### config.mk
export PLATFORM = sky130hd
export DESIGN_NAME = sirv_gnrl_xchk_sched
export DESIGN_NICKNAME = d
export VERILOG_FILES = /design/src/rtl/sirv_gnrl_xchk_sched.sv
export SDC_FILE = /design/constraint.sdc
export NUM_CORES = 1
export LEC_CHECK = 0
export CORE_MARGIN = 2
export CORE_UTILIZATION = 52
export DETAILED_ROUTE_END_ITERATION = 7
export GPL_ROUTABILITY_DRIVEN = 0
export PLACE_DENSITY = 0.88
export SLEW_MARGIN = 15
export SYNTH_ARGS = -nofsm -noshare
export SYNTH_HDL_FRONTEND = slang
export SYNTH_SLANG_ARGS = --single-unit
### constraint.sdc
create_clock -name clk -period 6.5 [get_ports clk]
set_clock_uncertainty 0.1 [all_clocks]
set_input_delay 1.3 -clock clk [delete_from_list [all_inputs] [get_ports clk]]
set_output_delay 1.3 -clock clk [all_outputs]
set_load 0.02 [all_outputs]
### src/rtl/sirv_gnrl_xchk_sched.sv
`default_nettype none
// sirv_gnrl_xchk_sched: round-robin scheduler that time-shares one X-checker across NCH buses
// and records per-channel sticky errors, the first failing ID and a saturating error count.
module sirv_gnrl_xchk_sched #(
  parameter int NCH      = 4,
  parameter int DW       = 32,
  parameter int IW       = 2,
  parameter int CW       = 8,
  parameter int ARM_CYC  = 16,
  parameter int HALT_ERR = 1
) (
  input  logic              clk,
  input  logic              rst,
  input  logic              i_en,
  input  logic              i_clr,
  input  logic [NCH-1:0]    i_mask,
  input  logic [NCH-1:0]    i_vld,
  input  logic [NCH*DW-1:0] i_dat,
  output logic [NCH-1:0]    o_gnt,
  output logic              o_chk_vld,
  output logic [DW-1:0]     o_chk_dat,
  output logic [IW-1:0]     o_chk_id,
  input  logic              i_chk_err,
  output logic [NCH-1:0]    o_err_sticky,
  output logic              o_err_any,
  output logic [IW-1:0]     o_err_first,
  output logic [CW-1:0]     o_err_cnt,
  output logic [1:0]        o_state
);

  localparam int AW = (ARM_CYC > 1) ? $clog2(ARM_CYC) : 1;
  localparam logic [AW-1:0] ARM_LAST = AW'(ARM_CYC - 1);

  typedef enum logic [1:0] {
    S_IDLE = 2'b00,
    S_ARM  = 2'b01,
    S_RUN  = 2'b10,
    S_HALT = 2'b11
  } state_t;

  state_t          state;
  logic [IW-1:0]   ptr;
  logic [AW-1:0]   arm_cnt;
  logic [NCH-1:0]  elig;
  logic [NCH-1:0]  gnt;
  logic [IW-1:0]   gnt_id;
  logic [DW-1:0]   gnt_dat;
  logic            found;
  logic            rec;
  logic            halt_go;
  logic            launch;

  function automatic int wrap(input int v);
    return (v >= NCH) ? v - NCH : v;
  endfunction

  // Search starts just above the last granted channel, so every eligible channel is reached
  // within NCH grants.
  always_comb begin
    elig    = i_vld & ~i_mask;
    gnt     = '0;
    gnt_id  = '0;
    gnt_dat = '0;
    found   = 1'b0;
    if (state == S_RUN) begin
      for (int i = 1; i <= NCH; i++) begin
        if (!found && elig[wrap(int'(ptr) + i)]) begin
          found   = 1'b1;
          gnt[wrap(int'(ptr) + i)] = 1'b1;
          gnt_id  = IW'(wrap(int'(ptr) + i));
          gnt_dat = i_dat[wrap(int'(ptr) + i)*DW +: DW];
        end
      end
    end
  end

  // Clear beats a same-cycle error; a halting error suppresses the sample granted alongside it.
  assign rec     = o_chk_vld & i_chk_err & (state == S_RUN) & ~i_clr;
  assign halt_go = rec & i_en & (HALT_ERR != 0);
  assign launch  = found & i_en & ~halt_go;

  always_ff @(posedge clk) begin
    if (rst) begin
      state        <= S_IDLE;
      ptr          <= IW'(NCH - 1);
      arm_cnt      <= '0;
      o_chk_vld    <= 1'b0;
      o_chk_dat    <= '0;
      o_chk_id     <= '0;
      o_err_sticky <= '0;
      o_err_first  <= '0;
      o_err_cnt    <= '0;
    end else begin
      if (!i_en) begin
        state   <= S_IDLE;
        arm_cnt <= '0;
      end else begin
        case (state)
          S_IDLE: begin
            state   <= S_ARM;
            arm_cnt <= '0;
          end
          S_ARM: begin
            if (arm_cnt == ARM_LAST) state <= S_RUN;
            else arm_cnt <= arm_cnt + 1'b1;
          end
          S_RUN:  if (halt_go) state <= S_HALT;
          S_HALT: if (i_clr) state <= S_RUN;
          default: state <= S_IDLE;
        endcase
      end

      if (found) ptr <= gnt_id;

      o_chk_vld <= launch;
      if (launch) begin
        o_chk_dat <= gnt_dat;
        o_chk_id  <= gnt_id;
      end

      if (i_clr) begin
        o_err_sticky <= '0;
        o_err_first  <= '0;
        o_err_cnt    <= '0;
      end else if (rec) begin
        o_err_sticky[o_chk_id] <= 1'b1;
        if (o_err_cnt != {CW{1'b1}}) o_err_cnt <= o_err_cnt + 1'b1;
        if (o_err_sticky == '0) o_err_first <= o_chk_id;
      end
    end
  end

  assign o_gnt     = gnt;
  assign o_err_any = |o_err_sticky;
  assign o_state   = state;

endmodule
`default_nettype wire

======== Word level (Yosys, flattened, before mapping) ========
Cells that the tools add are included.
word-level totals
  flip-flop bits (word level) ............. 57
  bits of input ports ..................... 141
  logic and storage cells ................. 140
cells by class
  add/sub/neg operators ................... 10
  order comparisons ....................... 14
  equality and inequality tests ........... 9
  shifts and indexed selects .............. 4
  muxes and demuxes ....................... 58
  bitwise logic cells ..................... 15
  reductions and logical operators ........ 21
operators by type and width
  operator                                                     count
  indexed part select 128 x 32 -> 32 bit                       4
  2-to-1 mux 32 bit                                            9
  >= comparator 32 x 1 -> 1 bit, second input constant         4
  less-than comparator 32 x 4 -> 1 bit, second input constant  4
  2-to-1 mux 4 bit                                             9
  2-to-1 mux 1 bit                                             21
  2-to-1 mux 2 bit                                             8
  bitwise OR 4 bit                                             4
  subtractor 3 x 3 -> 4 bit, second input constant             3
  demux 1 bit (select 2 bit)                                   5
  >= comparator 3 bit, second input constant                   3
  adder 8 x 1 -> 8 bit, second input constant                  1
  binary-select mux 1 bit (select 2 bit)                       4
  logical AND 1 bit                                            8
  inequality test 2 bit, second input constant                 4
  inequality test 8 bit, second input constant                 1
  one-hot mux 2 bit (4 select lines)                           1
  one-hot mux 4 bit (2 select lines)                           1
  adder 2 x 2 -> 3 bit, second input constant                  2
  bitwise AND 1 bit                                            6
  AND reduction 2 bit                                          3
  subtractor 4 x 3 -> 5 bit, second input constant             1
  adder 2 x 3 -> 4 bit, second input constant                  1
  adder 4 x 1 -> 4 bit, second input constant                  1
  other kinds (17)                                             23

======== Longest topological paths before layout ========
Gate-level depths: netlist of run 1.
  depth after elaboration ................. 22
  mapped depth ............................ 10

======== Worst setup path before layout of run 1 ========
Ideal clock, no wire load.
  path kind ............................... in2out
  start ................................... input port i_vld[0]
  end ..................................... output port o_gnt[0]
  data arrival time ....................... 2903 ps
  slack ................................... 2197 ps
  cell stages on the path ................. 6
  buffers on the path ..................... 1
  cell sequence ........................... nor2b_1 > buf_2 > mux4_2 > nor3_1 > a222oi_1 > a21oi_1
on the way
  word-level cells in the longest chain between the ends .. 18
  elaborated cells between the ends (all ways) .. 36
RTL lines
  element                                              RTL line  RTL
  from (decl)                                          17        input logic [NCH-1:0] i_vld,
  bitwise AND 4 bit *                                  60        elig = i_vld & ~i_mask;
  binary-select mux 1 bit (select 2 bit)               67        if (!found && elig[wrap(int'(ptr) + i)]) begin
  2-to-1 mux 1 bit (implied by the code) (2 in a row)  67
  2-to-1 mux 1 bit                                     67
  2-to-1 mux 1 bit                                     65        if (state == S_RUN) begin
  zero test 1 bit                                      67
  logical AND 1 bit                                    67
  2-to-1 mux 1 bit                                     67
  2-to-1 mux 1 bit                                     65
  zero test 1 bit                                      67
  logical AND 1 bit                                    67
  2-to-1 mux 1 bit                                     67
  2-to-1 mux 1 bit                                     65
  zero test 1 bit                                      67
  logical AND 1 bit                                    67
  2-to-1 mux 4 bit *                                   67
  2-to-1 mux 4 bit *                                   65
  to (decl)                                            19        output logic [NCH-1:0] o_gnt,
Every way passes the cells marked *; elsewhere a longest branch is shown, timed or not. The select of a mux whose other input is x is not followed.

======== Final worst setup path of run 1 ========
  start ................................... register ptr[0]
  end ..................................... output port o_gnt[1]
on the way
  word-level cells in the longest chain between the ends .. 20
  elaborated cells between the ends (all ways) .. 71
RTL lines
  element                                                                                 RTL line  RTL
  from (decl)                                                                             42        logic [IW-1:0] ptr;
  from (signal assigned)                                                                  85        ptr <= IW'(NCH - 1);
  from (signal assigned)                                                                  113       if (found) ptr <= gnt_id;
  parallel branches: the longest is 18 deep, another holds >= comparator 32 x 1 -> 1 bit  n/a
  2-to-1 mux 4 bit *                                                                      67
  2-to-1 mux 4 bit *                                                                      65
Every way passes the cells marked *. The select of a mux whose other input is x is not followed.

==> results.json, run 1 <==
{
  "status": "complete, no violations",
  "grt_pass1_vias": 7063,
  "internal_power_uw": 869,
  "yosys_register_bits": 57,
  "powerDensity_mw_per_mm2": 138,
  "via_per_inst": 7.07,
  "leakage_uw": 0.00327,
  "rr_endpoint": "o_chk_dat[22]",
  "crit_path_end_kind": "output port",
  "cpPeakStageDelay_ns": 0.91,
  "hold_violations": 0,
  "wl_per_cell_um": 22.0,
  "hold_class": "reg -> reg",
  "cts_root_buf": "clkbuf_16",
  "rsz0062_at_grt": "false",
  "netlist_area_sq_mm": 0.00624,
  "drtIter0Drc": 800,
  "nets": 991,
  "worst-endpoint-arrival_ns": 4.08,
  "die_w_um": 114,
  "crit_buf_inv": 3,
  "post_cts_buffers": 0,
  "vias": 7014,
  "synthArstFlopShare": 0,
  "setup_viol": 0,
  "numCtsBuffers": 9,
  "synth_top_cell_area_share": 0.242,
  "worstPathMaxFanout": 37,
  "switching_share": 0.256,
  "core_area_sq_mm": 0.0119,
  "synth-seq-area-share": 0.183,
  "grt_overflow_total": 0,
  "grt_use_total": 0.330,
  "synth_top_area_cell": "mux4_2",
  "ys_types": 58,
  "worstSetupPathType": "reg -> out",
  "min_to": "o_chk_dat[0]",
  "synth_edf_count": 0,
  "io_buffers": 196,
  "clkPwrFrac": 0.468,
  "dr.pass1.iters": 6,
  "grt_pass1_wl_um": 34600,
  "drc": 0,
  "syn-num-nets": 845,
  "dominantRegCellSynth": "dfxtp_1",
  "hold_path_depth": 1,
  "antenna_cells": 0,
  "postCtsHoldBufs": 0,
  "maxSlewViolCount": 0,
  "io_pins": 197,
  "syn_avg_cell_area_sq_um": 8.99,
  "path_delay_family": "buffers and inverters",
  "worstPathRequired_ns": 5.10,
  "grt_max_degree": 107,
  "r2r_cells": 8,
  "fmax_ghz": 0.182,
  "drive_above_1_share": 0.164,
  "wirelength_um": 21800,
  "netlist_instances": 694,
  "ys_warn_count": 0,
  "die_height_um": 114,
  "p_seq_frac": 0.300,
  "synthTopCellsByArea": "mux4_2 24%, dfxtp_1 18%, a21oi_1 6.2%",
  "critPathLaunchType": "flop",
  "dp_cells": 976,
  "initial_core_util": 0.526,
  "dp_hpwl_um": 14600,
  "stdcell_count": 992,
  "fin_util": 0.716,
  "final.period_utilization": 0.843,
  "h-tree-depth": 3,
  "slowest_stage": "ha_2",
  "p_comb_frac": 0.232,
  "switching_power_uw": 299,
  "cp_cell_sequence": "inv_2, ha_2, buf_4, mux4_2, and2_1, a222oi_1, a21oi_1, clkdlybuf4s50_1",
  "clockBufferDepth": 2,
  "area_growth_pct": 36.0,
  "path_clk_slew_ns": 0.06,
  "fin_crit_ns": 5.48,
  "fillCellCount": 893,
  "cts_tree": "done",
  "whs_ns": 0.382,
  "dieArea_sq_mm": 0.0129,
  "drtAntennaViolNets": 0,
  "worst_r2r_startpoint": "ptr[0]",
  "rows": 40,
  "antenna_found_initial": 0,
  "clk_latency_ns": 0.33,
  "hold_start": "o_chk_dat[0]",
  "finalSetupTns_ns": 0,
  "max-slew-margin-rel": 0.254,
  "cts.sinks": 57,
  "worst-r2r-setup-slack_ns": 2.48,
  "tightest_slew_ns": 1.12,
  "maxCapViolCount": 0,
  "ir_worst_vdd_mv": 0.129,
  "power.total_uw": 1170,
  "cts_resized": 0
}
-- placed cells by master (no fill, tap or decap), types with 4 or more instances in the layout --
cell / Yosys / routed
mux2_2: 32 / 32
nor2_1: 52 / 52
nor2b_1: 5 / 5
nand2b_1: 6 / 6
mux4_2: 67 / 67
o21ai_0: 37 / 37
mux2i_1: 35 / 35
o2111ai_1: 33 / 33
a21oi_1: 77 / 77
a31oi_1: 4 / 4
nand2_1: 74 / 74
inv_1: 8 / 8
a22o_1: 32 / 32
nand3_1: 36 / 36
nor3_1: 7 / 7
xor2_1: 5 / 5
buf_4: 3 / 8
ha_1: 10 / 9
a222oi_1: 4 / 4
dfxtp_1: 57 / 55
clkbuf_16: 0 / 10
clkdlybuf4s50_1: 0 / 196
-- logic make-up (layout without fill, tap and decap cells) --
group | Yosys count | after routing | share of synthesized area
fa+ha+maj | 10 | 10 | 0.0200
flops | 57 | 57 | 0.183
mux | 134 | 134 | 0.356
xor+xnor | 7 | 7 | 0.00982
simple gates | 200 | 200 | 0.145
buf+inv | 78 | 229 | 0.0609
compound gates | 208 | 208 | 0.226
-- worst max path at each step --
stage | from | endpoint | slack (ns) | cells past startpoint
6_report | ptr[0] | o_gnt[1] | 1.02 | 8
3_5_place_dp | i_mask[1] | o_gnt[1] | 1.14 | 7
4_1_cts | ptr[0] | o_gnt[3] | 1.08 | 8
2_1_floorplan | i_vld[0] | o_gnt[0] | 2.20 | 6
5_1_grt | ptr[0] | o_gnt[1] | 0.85 | 8
3_3_place_gp | i_mask[1] | o_gnt[0] | 1.23 | 7
-- area by class of cell --
cell class	instances	area [sq um]	area share
clock inverters	4	73.8	0.00870
multi-input cells	559	4760	0.561
clock buffers	12	268	0.0315
repair buffers	204	2020	0.238
well taps	147	184	0.0217
inverters	9	33.8	0.00398
flip-flops and latches	57	1150	0.135
-- per-stage QoR --
step	setup WS [ns]	area, sq um
after floorplan	2.20	6240
after global placement	1.23	8150
after detailed placement	1.14	8150
after CTS	1.08	8490
after global routing	0.846	8490
final	1.02	8490
-- power by group through the flow --
stage	clock network (uW)	registers, uW	logic (uW)
6_report	547	350	271
5_1_grt	568	350	286
4_1_cts	551	350	265
3_5_place_dp	0	358	262
3_3_place_gp	0	357	251
2_1_floorplan	0	359	129
-- worst reg2reg max path: stages (launching register included) --
cell       delay, ns
dfxtp_4         0.44
inv_2           0.13
ha_2            0.91
buf_4           0.60
mux4_2          0.47
a21oi_4         0.80
nand2_1         0.18
o2111ai_1       0.16
a22o_1          0.17
-- Yosys cell counts (2+ instances only) --
cell type,instances
a221oi_1,2
nand4_1,2
mux2i_1,35
and3_1,2
buf_1,9
a222oi_1,4
and2_1,3
buf_2,24
clkbuf_1,26
buf_6,6
buf_4,3
xor2_1,5
ha_1,10
dfxtp_1,57
mux4_2,67
nor2_1,52
nor3_1,7
o2111ai_1,33
a31oi_1,4
a21oi_1,77
o211ai_1,2
o21ai_0,37
nand2_1,74
nor2b_1,5
mux2_2,32
nand3_2,2
nand2b_1,6
inv_1,8
xnor2_1,2
nand3_1,36
a21oi_2,2
or2_2,2
a22o_1,32
or3_1,2
-- registers in the layout (all words and copies together) (netlist names) --
| signal | flops |
|---|---|
| o_err_cnt | 8 |
| o_chk_id | 2 |
| o_chk_dat | 32 |
| arm_cnt | 4 |
| o_err_sticky | 4 |
| o_err_first | 2 |
| ptr | 2 |
| o_chk_vld | 1 |
| o_state | 2 |
-- metal layers --
metal | routed length, um | vias to the layer above | share of wire | GRT usage
li1 | - | 3003 | - | -
met1 | 8110 | 3365 | 0.37 | 0.391
met2 | 10700 | 559 | 0.49 | 0.581
met3 | 2340 | 87 | 0.11 | 0.0739
met4 | 624 | 0 | 0.029 | 0.133
met5 | 0 | - | 0 | 0
Power figures use the tool's default switching activity.
==> run 2, diff against run 1 <==
--- a/config.mk
+++ b/config.mk
@@ -6,10 +6,10 @@
 export NUM_CORES = 1
 export LEC_CHECK = 0
 export CORE_MARGIN = 2
-export CORE_UTILIZATION = 52
+export CORE_UTILIZATION = 44
 export DETAILED_ROUTE_END_ITERATION = 7
 export GPL_ROUTABILITY_DRIVEN = 0
-export PLACE_DENSITY = 0.88
+export PLACE_DENSITY = 0.79
 export SLEW_MARGIN = 15
 export SYNTH_ARGS = -nofsm -noshare
 export SYNTH_HDL_FRONTEND = slang
==> constraint.sdc (replaced) <==
create_clock -name clk -period 4.9 [get_ports clk]
set_clock_uncertainty 0.1 [all_clocks]
set_input_delay 0.98 -clock clk [delete_from_list [all_inputs] [get_ports clk]]
set_output_delay 0.98 -clock clk [all_outputs]
set_load 0.02 [all_outputs]
==> run 2 against run 1 <==
Combinational power rose by 31%. Largest cell class unchanged. Largest power group unchanged. Final area up 0.47%. Critical endpoint is now o_gnt[0]. Final cell count rose by 3.7%. Highest routed layer unchanged.
==> results.json, run 2 (synthesis results as in run 1) <==
{
  "hold_start": "o_chk_dat[10]",
  "dp_hpwl_um": 13400,
  "numCtsBuffers": 9,
  "largest_registers": "o_chk_dat: 32 flops, o_err_cnt: 8 flops",
  "clk_latency_ns": 0.34,
  "final.period_utilization": 0.963,
  "cts_root_buf": "clkbuf_16",
  "fillCellCount": 1184,
  "clockBufferDepth": 2,
  "layout_common_cells": "196 x clkdlybuf4s50_1, 77 x a21oi_1, 74 x nand2_1",
  "fin_crit_ns": 4.72,
  "postCtsHoldBufs": 0,
  "h-tree-depth": 3,
  "fin_area_sq_mm": 0.00853,
  "cts_tree": "done",
  "min_to": "o_chk_dat[10]",
  "tightest_slew_ns": 0.997,
  "powerDensity_mw_per_mm2": 165,
  "drive_above_1_share": 0.170,
  "antenna_found_initial": 0,
  "area_growth_pct": 36.6,
  "dieArea_sq_mm": 0.0152,
  "cp_cell_sequence": "clkdlybuf4s50_1, and2b_1, mux4_2, nor3_1, a222oi_1, a21oi_1, clkdlybuf4s50_1",
  "mostFrequentLayoutCell": "clkdlybuf4s50_1",
  "multi_input_comb_area_sq_mm": 0.00476,
  "drtIter0Drc": 651,
  "leakage_uw": 0.00327,
  "finalSetupTns_ns": 0,
  "status": "complete, no violations",
  "core_area_sq_mm": 0.0139,
  "grt_overflow_total": 0,
  "grt_use_total": 0.255,
  "place_area_sq_mm": 0.00825,
  "whs_ns": 0.379,
  "largest_reg_flops": 32,
  "wirelength_um": 19900,
  "rsz0062_at_grt": "false",
  "drtAntennaViolNets": 0,
  "max-slew-margin-rel": 0.335,
  "r2r_cells": 6,
  "critPathLaunchType": "input pin",
  "hold_class": "reg -> reg",
  "cts_resized": 0,
  "grt_pass1_wl_um": 30500,
  "drc": 0,
  "via_per_inst": 6.27,
  "fmax_ghz": 0.212,
  "top_register": "o_chk_dat",
  "path_common_cell": "clkdlybuf4s50_1",
  "regArea_sq_mm": 0.00115,
  "crit_path_end_kind": "output port",
  "slowest_stage": "clkdlybuf4s50_1",
  "dr.pass1.iters": 7,
  "worst-endpoint-arrival_ns": 3.64,
  "wl_per_cell_um": 19.3,
  "antenna_cells": 0,
  "post_cts_buffers": 0,
  "cts.sinks": 57,
  "hold_path_depth": 1,
  "worst_slack_ns": 0.183,
  "setup_viol": 0,
  "worstPathRequired_ns": 3.82,
  "io_pins": 197,
  "worstSetupPathType": "in -> out",
  "worst-r2r-setup-slack_ns": 1.29,
  "maxSlewViolCount": 0,
  "rows": 43,
  "nets": 995,
  "post-place-ws_ns": 0.214,
  "cpPeakStageDelay_ns": 0.61,
  "initial_core_util": 0.450,
  "rr_endpoint": "o_chk_dat[25]",
  "ir_worst_vdd_mv": 0.157,
  "hold_violations": 0,
  "io_buffers": 196,
  "worst_r2r_startpoint": "ptr[0]",
  "path_clk_slew_ns": 0.05,
  "die_height_um": 123,
  "worstPathMaxFanout": 6,
  "grt_max_degree": 88,
  "die_w_um": 123,
  "maxCapViolCount": 0,
  "vias": 6454,
  "grt_pass1_vias": 5972
}
-- run 2: cell types whose count changed in the layout (fill, tap and decap cells not counted), moves of 2 or more --
cell / before / now
buf_12: 0 / 2
buf_4: 8 / 10
bufinv_16: 2 / 0
clkinv_4: 1 / 3
-- run 2: metrics by stage --
stage	total power, uW	utilization	cells
2_1_floorplan	647	-	694
3_3_place_gp	818	0.594	1013
3_5_place_dp	821	0.594	1013
4_1_cts	1420	0.614	1029
5_1_grt	1460	0.614	1029
6_report	1410	0.614	1029
-- run 2: area by class of cell --
cell class | count | share of cell area
Tap cell | 180 | 0.0264
Clock buffer | 10 | 0.0280
Timing Repair Buffer | 208 | 0.244
Multi-Input combinational cell | 559 | 0.558
Sequential cell | 57 | 0.135
Inverter | 9 | 0.00396
Clock inverter | 6 | 0.00513
-- run 2: report_power, final --
group | internal, uW | switching [uW] | total (uW)
registers | 463 | 1.16 | 464
logic | 203 | 151 | 354
clock network | 356 | 235 | 591
total | 1020 | 387 | 1410
-- run 2: worst max-delay path by stage --
stage,startpoint,end,slack [ns],cells past startpoint
finish,i_mask[1],o_gnt[0],0.18,7
floorplan,i_vld[0],o_gnt[0],1.24,6
global route,i_mask[1],o_gnt[1],0.02,7
global placement,i_mask[1],o_gnt[2],0.25,7
detailed placement,i_mask[1],o_gnt[0],0.21,7
CTS,i_mask[1],o_gnt[0],0.21,7
-- run 2: per-layer routing --
metal  vias to the layer above  part of all wire  GRT usage
met5                         -                 0          0
met1                      3108              0.43      0.347
met4                         0             0.014     0.0774
met3                        22             0.095     0.0554
li1                       3005                 -          -
met2                       319              0.46      0.405
-- run 2: critical path: cells and delay by family --
family	cells	cell delay, ns
compound gates	2	0.33
buf+inv	2	1.08
mux	1	0.56
simple gates	2	0.68
